===== src/rtl/cpu_mc_pkg.sv =====
// cpu_mc_pkg: shared definitions for the multi-cycle CPU.
//   - opcode constants
//   - FSM state enum
//   - instruction field positions/widths
package cpu_mc_pkg;

  typedef enum logic [2:0] {
    S_IDLE,
    S_FETCH,
    S_EXEC,
    S_MEM,
    S_WB,
    S_HALT
  } state_t;

  localparam logic [3:0] OP_NOP  = 4'h0;
  localparam logic [3:0] OP_ADD  = 4'h1;
  localparam logic [3:0] OP_SUB  = 4'h2;
  localparam logic [3:0] OP_AND  = 4'h3;
  localparam logic [3:0] OP_OR   = 4'h4;
  localparam logic [3:0] OP_XOR  = 4'h5;
  localparam logic [3:0] OP_LI   = 4'h6;
  localparam logic [3:0] OP_LD   = 4'h7;
  localparam logic [3:0] OP_ST   = 4'h8;
  localparam logic [3:0] OP_JMP  = 4'h9;
  localparam logic [3:0] OP_JZ   = 4'hA;
  localparam logic [3:0] OP_JNZ  = 4'hB;
  localparam logic [3:0] OP_HALT = 4'hF;

  // Instruction word: [31:28] op, [27:24] rd, [23:20] ra, [19:16] rb, [15:0] imm
  localparam int OP_LSB  = 28;
  localparam int RD_LSB  = 24;
  localparam int RA_LSB  = 20;
  localparam int RB_LSB  = 16;
  localparam int IMM_LSB = 0;
  localparam int FLD_W   = 4;
  localparam int IMM_W   = 16;

endpackage


===== src/rtl/cpu_mc_regfile.sv =====
// cpu_mc_regfile: NREG x DATA_W register file.
//   clk, rst_n          clock, async active-low reset (clears every register)
//   we, waddr, wdata    single write port
//   ra_addr/ra_data     combinational read port A
//   rb_addr/rb_data     combinational read port B
//   dbg_addr/dbg_data   combinational debug read port
module cpu_mc_regfile #(
  parameter  int DATA_W = 24,
  parameter  int NREG   = 16,
  localparam int RW     = $clog2(NREG)
) (
  input  logic              clk,
  input  logic              rst_n,
  input  logic              we,
  input  logic [RW-1:0]     waddr,
  input  logic [DATA_W-1:0] wdata,
  input  logic [RW-1:0]     ra_addr,
  output logic [DATA_W-1:0] ra_data,
  input  logic [RW-1:0]     rb_addr,
  output logic [DATA_W-1:0] rb_data,
  input  logic [RW-1:0]     dbg_addr,
  output logic [DATA_W-1:0] dbg_data
);

  logic [NREG-1:0][DATA_W-1:0] regs;

  always_ff @(posedge clk or negedge rst_n) begin
    if (!rst_n)  regs        <= '0;
    else if (we) regs[waddr] <= wdata;
  end

  assign ra_data  = regs[ra_addr];
  assign rb_data  = regs[rb_addr];
  assign dbg_data = regs[dbg_addr];

endmodule


===== src/rtl/cpu_mc.sv =====
// cpu_mc: multi-cycle CPU (IDLE -> FETCH -> EXEC -> [MEM] -> [WB] -> FETCH).
//   clk, rst_n                 clock, async active-low reset
//   imem_req/addr/ack/data     instruction fetch handshake (addr == pc)
//   dmem_req/we/addr/wdata     data access, held stable until dmem_ack
//   dmem_ack/rdata             data completion, rdata valid with ack
//   dbg_addr/dbg_data          combinational register peek
//   pc, halted                 program counter, HALT state flag
// NREG must be a power of two in 4..16; register fields use its low bits.
module cpu_mc
  import cpu_mc_pkg::*;
#(
  parameter  int DATA_W = 24,
  parameter  int NREG   = 16,
  parameter  int PC_W   = 8,
  localparam int RW     = $clog2(NREG)
) (
  input  logic              clk,
  input  logic              rst_n,
  output logic              imem_req,
  output logic [PC_W-1:0]   imem_addr,
  input  logic              imem_ack,
  input  logic [31:0]       imem_data,
  output logic              dmem_req,
  output logic              dmem_we,
  output logic [DATA_W-1:0] dmem_addr,
  output logic [DATA_W-1:0] dmem_wdata,
  input  logic              dmem_ack,
  input  logic [DATA_W-1:0] dmem_rdata,
  input  logic [RW-1:0]     dbg_addr,
  output logic [DATA_W-1:0] dbg_data,
  output logic [PC_W-1:0]   pc,
  output logic              halted
);

  state_t            state;
  logic [31:0]       ir;
  logic              zf;
  logic [DATA_W-1:0] wb_data;

  logic [FLD_W-1:0]  op;
  logic [RW-1:0]     rd, ra, rb;
  logic [IMM_W-1:0]  imm;
  logic [DATA_W-1:0] ra_data, rb_data, alu_y;
  logic [PC_W-1:0]   pc_inc;
  logic              taken;

  assign op  = ir[OP_LSB  +: FLD_W];
  assign rd  = ir[RD_LSB  +: RW];
  assign ra  = ir[RA_LSB  +: RW];
  assign rb  = ir[RB_LSB  +: RW];
  assign imm = ir[IMM_LSB +: IMM_W];

  assign imem_addr = pc;
  assign pc_inc    = pc + PC_W'(1);

  // Writes happen only in WB; the value was staged in wb_data by EXEC or MEM,
  // so dbg_data shows the old value during WB and the new one afterwards.
  cpu_mc_regfile #(.DATA_W(DATA_W), .NREG(NREG)) u_rf (
    .clk      (clk),
    .rst_n    (rst_n),
    .we       (state == S_WB),
    .waddr    (rd),
    .wdata    (wb_data),
    .ra_addr  (ra),
    .ra_data  (ra_data),
    .rb_addr  (rb),
    .rb_data  (rb_data),
    .dbg_addr (dbg_addr),
    .dbg_data (dbg_data)
  );

  always_comb begin
    alu_y = '0;
    case (op)
      OP_ADD:  alu_y = ra_data + rb_data;
      OP_SUB:  alu_y = ra_data - rb_data;
      OP_AND:  alu_y = ra_data & rb_data;
      OP_OR:   alu_y = ra_data | rb_data;
      OP_XOR:  alu_y = ra_data ^ rb_data;
      default: alu_y = '0;
    endcase
  end

  assign taken = (op == OP_JMP) || (op == OP_JZ && zf) || (op == OP_JNZ && !zf);

  // Request outputs are registered and only ever high in their own state, so
  // an ack seen outside FETCH/MEM has no effect, and async reset drops them.
  always_ff @(posedge clk or negedge rst_n) begin
    if (!rst_n) begin
      state      <= S_IDLE;
      pc         <= '0;
      ir         <= '0;
      zf         <= 1'b0;
      wb_data    <= '0;
      imem_req   <= 1'b0;
      dmem_req   <= 1'b0;
      dmem_we    <= 1'b0;
      dmem_addr  <= '0;
      dmem_wdata <= '0;
      halted     <= 1'b0;
    end else begin
      case (state)
        S_IDLE: begin
          state    <= S_FETCH;
          imem_req <= 1'b1;
        end
        S_FETCH: if (imem_ack) begin
          ir       <= imem_data;
          imem_req <= 1'b0;
          state    <= S_EXEC;
        end
        S_EXEC: begin
          case (op)
            OP_ADD, OP_SUB, OP_AND, OP_OR, OP_XOR: begin
              wb_data <= alu_y;
              zf      <= (alu_y == '0);
              state   <= S_WB;
            end
            OP_LI: begin
              wb_data <= DATA_W'(imm);
              state   <= S_WB;
            end
            OP_LD, OP_ST: begin
              // Address captured here, so LD rd==rb uses the pre-write rb.
              dmem_req   <= 1'b1;
              dmem_we    <= (op == OP_ST);
              dmem_addr  <= rb_data;
              dmem_wdata <= ra_data;
              state      <= S_MEM;
            end
            OP_JMP, OP_JZ, OP_JNZ: begin
              pc       <= taken ? PC_W'(imm) : pc_inc;
              imem_req <= 1'b1;
              state    <= S_FETCH;
            end
            OP_HALT: begin
              halted <= 1'b1;
              state  <= S_HALT;
            end
            default: begin
              pc       <= pc_inc;
              imem_req <= 1'b1;
              state    <= S_FETCH;
            end
          endcase
        end
        S_MEM: if (dmem_ack) begin
          dmem_req <= 1'b0;
          dmem_we  <= 1'b0;
          if (dmem_we) begin
            pc       <= pc_inc;
            imem_req <= 1'b1;
            state    <= S_FETCH;
          end else begin
            wb_data <= dmem_rdata;
            state   <= S_WB;
          end
        end
        S_WB: begin
          pc       <= pc_inc;
          imem_req <= 1'b1;
          state    <= S_FETCH;
        end
        S_HALT:  state <= S_HALT;
        default: state <= S_IDLE;
      endcase
    end
  end

endmodule

===== config.mk =====
export PLATFORM = sky130hd
export DESIGN_NAME = cpu_mc
export DESIGN_NICKNAME = d
export VERILOG_FILES = /design/src/rtl/cpu_mc_pkg.sv /design/src/rtl/cpu_mc_regfile.sv /design/src/rtl/cpu_mc.sv
export SDC_FILE = /design/constraint.sdc
export NUM_CORES = 1
export LEC_CHECK = 0
export BUFFER_PORTS_ARGS = -buffer_cell sky130_fd_sc_hd__buf_2
export CAP_MARGIN = 20
export CORE_MARGIN = 5
export CORE_UTILIZATION = 67
export DETAILED_ROUTE_END_ITERATION = 8
export GPL_TIMING_DRIVEN = 0
export PLACE_DENSITY_LB_ADDON = 0.05
export SYNTH_ARGS = -nofsm -noshare
export SYNTH_HDL_FRONTEND = slang
export SYNTH_SLANG_ARGS = --single-unit

===== constraint.sdc =====
create_clock -name clk -period 15.3 [get_ports clk]
set_input_delay 3.06 -clock clk [delete_from_list [all_inputs] [get_ports clk]]
set_output_delay 3.06 -clock clk [all_outputs]
set_load 0.005 [all_outputs]

; ---- Yosys cells after proc, flatten, opt, wreduce, memory -nomap -nowiden
; Index checks and enable logic that the tools add are counted.
[word_totals]
out_inout_bits = 92
inputBits = 64
register_bits = 504
[classes]
order_cmp = 5
n_addsub = 3
reduce_logical = 26
eq_ne = 24
muxes = 34
n_bitwise = 3
[op_table]
columns = cell, n
row1 = 384-bit bitwise mux, 1
row2 = 24-bit binary-select mux with 4-bit select, 3
row3 = 24-bit two-way mux, 6
row4 = 24-bit case mux with 5 select lines, 1
row5 = 24-bit demux with 4-bit select, 1
row6 = 24-bit case mux with 2 select lines, 2
row7 = 24-bit adder, 1
row8 = 24-bit bitwise AND, 1
row9 = 24-bit zero test, 1
row10 = 8-bit two-way mux, 3
row11 = 24-bit OR, 1
row12 = 8-bit case mux with 3 select lines, 1
row13 = 24-bit subtractor, 1
row14 = 24-bit bitwise XOR, 1
row15 = 4-bit == test (second input constant), 5
row16 = 4-bit by 5-bit < comparator with 1-bit output (second input constant), 4
row17 = 4-bit by 3-bit == test with 1-bit output (second input constant), 4
row18 = 8-bit case mux with 2 select lines, 1
row19 = 3-bit case mux with 5 select lines, 1
row20 = 2-bit inequality test (second input constant), 6
row21 = 2-bit AND reduction, 5
row22 = 3-bit two-way mux, 3
row23 = 3-bit case mux with 3 select lines, 1
row24 = 9-bit OR reduction, 1
row25 = 25 further kinds, 40

; ---- Longest topological paths before layout
; Gate-level depths: netlist of the first run.
[depth]
ltp_word = 7
depth_mapped = 27

; ---- Hierarchy
; From an unflattened synthesis of the first run, not the netlist that was laid out.
[hier_totals]
cells_unflattened = 2399
area_unflattened_um2 = 30884.6
[by_module_without_submodules]
columns = mod, instances, area_per_inst_um2, cells_each, seq_area_each_um2
row1 = cpu_mc_regfile, 1, 22698.0, 1469, 9609.2
row2 = cpu_mc, 1, 8186.6, 930, 3002.9

; ---- Worst setup path after synthesis of the first run
; OpenSTA, ideal clock, no wires.
[synth_path]
path_kind = input port to output port
from = in dbg_addr[0]
to = out dbg_data[0]
arrival_ps = 5263
n_path_buf = 3
setup_slack_ps = 6977
path_stages = 5
cell_sequence = clkbuf_1 > clkbuf_1 > buf_1 > mux4_2 > mux4_2
[synth_via]
elab_chain_len = 2
[synth_lines]
columns = element, line
row1 = start: declaration, cpu_mc.sv:29  ; input logic [RW-1:0] dbg_addr,
row2 = 24-bit binary-select mux with 4-bit select, cpu_mc_regfile.sv:34  ; assign dbg_data = regs[dbg_addr];
row3 = 24-bit two-way mux (implied by the code), cpu_mc_regfile.sv:34
row4 = end: declaration, cpu_mc.sv:30  ; output logic [DATA_W-1:0] dbg_data,
; Every way passes these cells. The select of a mux whose other input is x is not followed.

; ---- Worst setup path in the final report of the first run
[layout_path]
from = in dbg_addr[1]
to = out dbg_data[22]
; Same word-level chain as after synthesis.

==> reports/results.tsv, run 1 <==
metric	value	unit
ys_seq_area_share	40.6	%
initial_core_util	67.2	%
wire_per_inst	34.4	um
ys_ff_latch	504	
gp_congestion	0.984	
ys_warn_count	0	
drtIter0Drc	3569	
critPathLaunchType	input port	
drtAntennaViolNets	0	
cts_root_buffer	clkbuf_16	
r2r-end	wb_data[21]$_DFFE_PN0P_	
drv_slew	0	
final_common_cell	dfrtp_1	
viasPerCell	7.48	
vias	23700	
worst-endpoint-required	12.24	ns
setup_violations	0	
wirelength	109000	um
clkSlewWorstSetupHoldPaths	0.06	ns
hold_buffers	0	
min_to	dmem_addr[18]$_DFFE_PN0P_	
reg2reg_slack	6.74	ns
hp-start	dmem_addr[18]$_DFFE_PN0P_	
drc	0	
r2r_cells	24	
worstSetupEndpointType	output port	
async_reset_ff_share	100	%
cts_max_level	2	
dr.pass1.iters	6	
power	0.00766	W
whs_path_depth	2	
synth.area.top_cells	dfrtp_1 41%, mux4_2 24%, mux2_2 15%	
multiInputGateArea	17300	sq um
max_freq	109	MHz
grt_pass1_wl	159000	um
fin_nets	2669	
ios	156	
rsz0062_at_grt	false	
fin_worst_skew	0.0312	ns
outcome	complete, no violations	
peakVddDrop	0.000200	V
rows	79	
clock_path_buffers	3	
grt_start_max_net_pins	115	
path_max_fanout	10	
cts_resized	0	
yosys.area.top_type_share	40.6	%
yosysTopAreaCell	dfrtp_1	
r2r_start	ir[17]$_DFFE_PN0P_	
leakagePower	15.9	nW
arrival	6.11	ns
synth-edff-count	0	
layout_common_cells	504 x dfrtp_1, 416 x mux2_2, 330 x mux4_2	
cts-buffers-inserted	54	
p_per_area	219	nW/um^2
cts_tree	yes	
nFillCells	2912	
synth_cell_types	74	
path_class	input port to output port	
min_path_type	register to register	
cts.sinks	504	
area_growth	12.7	%
avgSynthCellArea	13.6	sq um
ys_dominant_reg_cell	dfrtp_1	
tightest_slew	1.31	ns
period_share	60.0	%
drv_cap	0	
syn_area	31100	sq um
gr-total-overflow	0	
grt_use_total	43.2	%
seq_area	12600	sq um
finalCriticalPeriod	9.17	ns
die-area	50800	sq um
syn_inst	2286	
hold_violations	0	
drive_above_1_share	42.0	%
antenna_found_initial	3	
slew_headroom	12.6	%
cts_setup_buffers	0	
grt_pass1_vias	23900	
synth_nets	2429	
die_h	225	um
die_x	225	um
finalSetupTns	0	ns
clock_latency	0.64	ns
io_buffers	151	
fp.coreArea	46300	sq um
dpl.hpwl	78200	um
==> worst max-delay path, cell delays in order <==
cell	delay, ns
clkbuf_1	0.24
clkbuf_1	0.73
clkbuf_1	0.94
mux4_2	0.44
mux4_2	0.53
buf_2	0.16
==> power by group <==
group | switching (W) | internal, W | total, W | leakage, nW
logic | 0.00259 | 0.00178 | 0.00438 | 8.06
clock network | 0.000568 | 0.000818 | 0.00139 | 0.925
registers | 0.000294 | 0.00160 | 0.00190 | 6.90
total | 0.00346 | 0.00421 | 0.00766 | 15.9
==> worst max-delay path by stage <==
stage                startpoint                         end  cells past startpoint
floorplan           dbg_addr[0]                 dbg_data[0]                      5
global placement          rst_n  u_rf.regs[140]$_DFFE_PN0P_                      1
detailed placement  dbg_addr[0]                dbg_data[22]                      6
CTS                 dbg_addr[0]                dbg_data[22]                      6
global route        dbg_addr[1]                 dbg_data[1]                      6
finish              dbg_addr[1]                dbg_data[22]                      6
==> through the flow <==
| stage | hold WS, ns | instances | cell area (sq um) | utilization [%] | setup WS (ns) |
|---|---|---|---|---|---|
| global route | 0.494 | 3174 | 35000 | 75.7 | 6.20 |
| finish | 0.473 | 3176 | 35000 | 75.8 | 6.13 |
| global placement | 0.457 | 3044 | 32600 | 70.5 | 1.23 |
| floorplan | 0.454 | 2286 | 31100 | - | 6.98 |
| CTS | 0.480 | 3164 | 34900 | 75.4 | 5.82 |
| detailed placement | 0.468 | 3067 | 33000 | 71.4 | 5.87 |
==> layout make-up <==
type	count	share of cell area (%)
multi-input combinational	1513	49.4
buffer	206	2.68
tap	607	2.17
clock buffer	78	4.51
inverter	63	0.675
timing repair buffer	184	3.77
sequential	504	36.0
clock inverter	19	0.793
antenna	2	0.0143
==> layer usage <==
metal	part of all wire, %	GRT usage (%)	vias to the layer above	wire [um]
met5	0.013	0	-	14
met4	7.9	27.8	2	8660
met3	13	15.3	513	14800
met2	45	64.5	1886	49100
met1	34	54.2	12000	36800
li1	-	-	9324	-
==> cells by family (layout without fill, tap and decap cells) <==
logic type	after synthesis	in the layout	synth area share (%)
mux	761	761	40.0
flops	504	504	40.6
buf+inv	269	550	3.77
xor+xnor	44	44	1.24
simple gates	321	321	4.88
compound gates	308	308	6.38
other cells	0	2	0
fa+ha+maj	79	79	3.20
==> state kept, by name (all words and copies together), names as in the netlist, 3 cells and up <==
register and count:
u_rf.regs 384, state 3, ir 32, dmem_wdata 24
dmem_addr 24, imem_addr 8, wb_data 24
==> synthesized netlist by cell type (all sizes together), types with 3 or more instances <==
cell type,number
clkbuf,151
nor2,57
nor4,6
a211oi,7
nor3b,5
a221o,3
buf,55
nand2,149
nand2b,9
dfrtp,504
or4,4
mux2i,5
nand3,21
and2,7
nor4bb,3
o21ai,128
nor2b,11
o31ai,7
nand4,7
a21o,9
o211ai,6
xor2,11
and3,7
nand4b,6
xnor2,33
mux2,416
ha,78
or3,5
a221oi,25
a22oi,25
a21oi,56
a31oi,9
a22o,12
inv,63
or2,4
a31o,3
nor3,14
mux4,340
Note: power is estimated with default switching activity, not from simulation.
==> inputs of run 2 (changes only) <==
--- a/config.mk
+++ b/config.mk
@@ -8,7 +8,7 @@
 export BUFFER_PORTS_ARGS = -buffer_cell sky130_fd_sc_hd__buf_2
 export CAP_MARGIN = 20
 export CORE_MARGIN = 5
-export CORE_UTILIZATION = 67
+export CORE_UTILIZATION = 57
 export DETAILED_ROUTE_END_ITERATION = 8
 export GPL_TIMING_DRIVEN = 0
 export PLACE_DENSITY_LB_ADDON = 0.05
==> constraint.sdc (replaced) <==
create_clock -name clk -period 7.8 [get_ports clk]
set_input_delay 1.56 -clock clk [delete_from_list [all_inputs] [get_ports clk]]
set_output_delay 1.56 -clock clk [all_outputs]
set_load 0.005 [all_outputs]
==> run 2 against run 1 <==
Non-clock buffer count rose by 4. Clock skew decreased by 0.0050 ns. Utilization is 10 points lower. Flip-flop and latch count stayed put. Worst setup slack got worse by 6.0 ns. Count of clock-buffer cells in the layout up 1. Power increased by 96%. Wire length up 3.6%. Clock power up 91%. Critical path depth up 18. Sequential share of layout area decreased by 0.23 points.
==> reports/results.tsv, run 2 (synthesis gave the netlist of run 1 again) <==
metric	value	unit	change
crit_chain	buf_4 > clkbuf_1 > mux4_2 > a22oi_1 > nand2_1 > or4_1 > buf_2 > nor4_4 > and2_1 > a21oi_1 > xnor2_1 > ha_1 > clkbuf_1 > nand4_1 > nor4_2 > o211ai_1 > nand4b_1 > a2111o_1 > o311a_1 > xor2_1 > a221oi_1 > nand4_1 > or4_1 > o31ai_2		
peakVddDrop	0.000285	V	+43%
hold_buffers	0		unchanged
rows	85		+7.6%
cp_num_buf_inv	4		unchanged
cts_tree	yes		
worst-endpoint-required	8.33	ns	-3.91 ns
wirelength	113000	um	+3.6%
initial_core_util	57.7	%	-9.6 points
slew_headroom	12.8	%	+0.21 points
gr-total-overflow	0		unchanged
arrival	8.17	ns	+2.06 ns
layout_common_cells	503 x dfrtp_1, 416 x mux2_2, 330 x mux4_2		
dp.cells	3162		+3.1%
worstSetupEndpointType	register		
fin_util	65.4	%	-10 points
hold_violations	0		unchanged
fp.coreArea	53900	sq um	+17%
final_common_cell	dfrtp_1		
min_to	dmem_req$_DFFE_PN0P_		
cts_max_level	2		unchanged
cts.sinks	504		unchanged
clkSlewWorstSetupHoldPaths	0.06	ns	about the same
die_x	244	um	+8.0%
r2r_start	ir[17]$_DFFE_PN0P_		
r2r-end	zf$_DFFE_PN0P_		
path_max_fanout	10		unchanged
outcome	complete, no violations		
gp_congestion	0.951		-3.3%
vias	23600		-0.52%
r2r_cells	24		unchanged
cp_top_family	simple AND/OR/NAND/NOR gates		
hp-start	dmem_req$_DFFE_PN0P_		
grt_pass1_wl	162000	um	+2.5%
viasPerCell	7.22		-3.4%
die_h	244	um	+8.0%
drv_slew	0		unchanged
period_share	98.0	%	
drtAntennaViolNets	0		unchanged
dpl.hpwl	81800	um	+4.6%
grt_start_max_net_pins	127		+10%
fin_nets	2675		+0.22%
fin_worst_skew	0.0262	ns	-0.00499 ns
drtIter0Drc	3055		-14%
cts-buffers-inserted	56		+3.7%
clock_path_buffers	3		unchanged
placed_cell_area	33300	sq um	+0.65%
fin_area	35300	sq um	+0.64%
drv_cap	0		unchanged
drc	0		unchanged
clock_latency	0.64	ns	about the same
nFillCells	4035		+39%
area_growth	13.4	%	
ios	156		unchanged
antenna_found_initial	2		-1
die-area	59300	sq um	+17%
whs_path_depth	2		unchanged
diodes	0		-2
min_path_type	register to register		
tightest_slew	1.31	ns	-0.00312 ns
p_per_area	426	nW/um^2	+95%
critPathLaunchType	register		
reg.largest.list	u_rf.regs (384), ir (32)		
cts_root_buffer	clkbuf_16		
io_buffers	151		unchanged
setup_violations	0		unchanged
grt_pass1_vias	23100		-3.3%
max_freq	131	MHz	
final_cells	3271		+3.0%
path_class	register to register		
regMostFlops	u_rf.regs		
max_stage_delay	0.78	ns	-0.16 ns
dr.pass1.iters	5		-1
hold_slack	0.472	ns	-0.000460 ns
grt_use_total	37.7	%	-5.5 points
drive_above_1_share	42.8	%	+0.88 points
largest_reg_flops	384		unchanged
leakagePower	15.9	nW	+0.32%
finalCriticalPeriod	7.64	ns	
reg2reg_slack	0.16	ns	-6.58 ns
crit_slowest_cell	clkbuf_1		
wire_per_inst	34.6	um	+0.58%
rsz0062_at_grt	false		
-- run 2: layout make-up --
| type | instances | area [sq um] | share of cell area (%) |
|---|---|---|---|
| buffer | 205 | 965 | 2.74 |
| inverter | 63 | 236 | 0.670 |
| tap | 696 | 871 | 2.47 |
| clock buffer | 79 | 1600 | 4.53 |
| multi-input combinational | 1513 | 17400 | 49.3 |
| clock inverter | 22 | 189 | 0.536 |
| timing repair buffer | 189 | 1400 | 3.98 |
| sequential | 504 | 12600 | 35.8 |
-- run 2: worst max-delay path by stage --
stage | start | depth (start not counted) | slack, ns | endpoint
floorplan | ir[16]$_DFFE_PN0P_ | 26 | 1.93 | zf$_DFFE_PN0P_
global placement | rst_n | 1 | -5.03 | u_rf.regs[164]$_DFFE_PN0P_
detailed placement | ir[17]$_DFFE_PN0P_ | 24 | -0.71 | zf$_DFFE_PN0P_
CTS | ir[17]$_DFFE_PN0P_ | 24 | 0.02 | zf$_DFFE_PN0P_
global route | ir[18]$_DFFE_PN0P_ | 26 | 0.07 | zf$_DFFE_PN0P_
finish | ir[17]$_DFFE_PN0P_ | 24 | 0.16 | zf$_DFFE_PN0P_
-- run 2: per-layer routing --
metal	up-vias	GRT usage, %	wire (um)
li1	9348	-	-
met1	12100	48.3	40700
met2	1727	59.0	52000
met3	413	11.3	13300
met4	0	18.7	7300
met5	-	0	0
-- run 2: tightest hold or removal path: cells and delay by family (launching register included) --
| family | cells | cell delay, ns |
|---|---|---|
| simple gates | 2 | 0.10 |
| flops | 1 | 0.34 |
-- run 2: timing repair --
item | CTS | global route
gates resized for setup | 11 | 19
endpoints found under the hold margin | 0 | 0
setup endpoints to repair | 4 | 2
setup buffers | 0 | 0
-- run 2: through the flow --
stage               setup slack [ns]  setup TNS (ns)  power [W]
floorplan                       1.93               0    0.00921
global placement               -5.03        -2487.35     0.0118
detailed placement            -0.713           -1.48     0.0121
CTS                           0.0245               0     0.0147
global route                  0.0713               0     0.0157
finish                         0.156               0     0.0150
-- run 2: power by group --
| group | leakage (nW) | internal (W) | switching (W) |
|---|---|---|---|
| clock network | 0.891 | 0.00149 | 0.00116 |
| logic | 8.15 | 0.00355 | 0.00512 |
| registers | 6.90 | 0.00314 | 0.000578 |
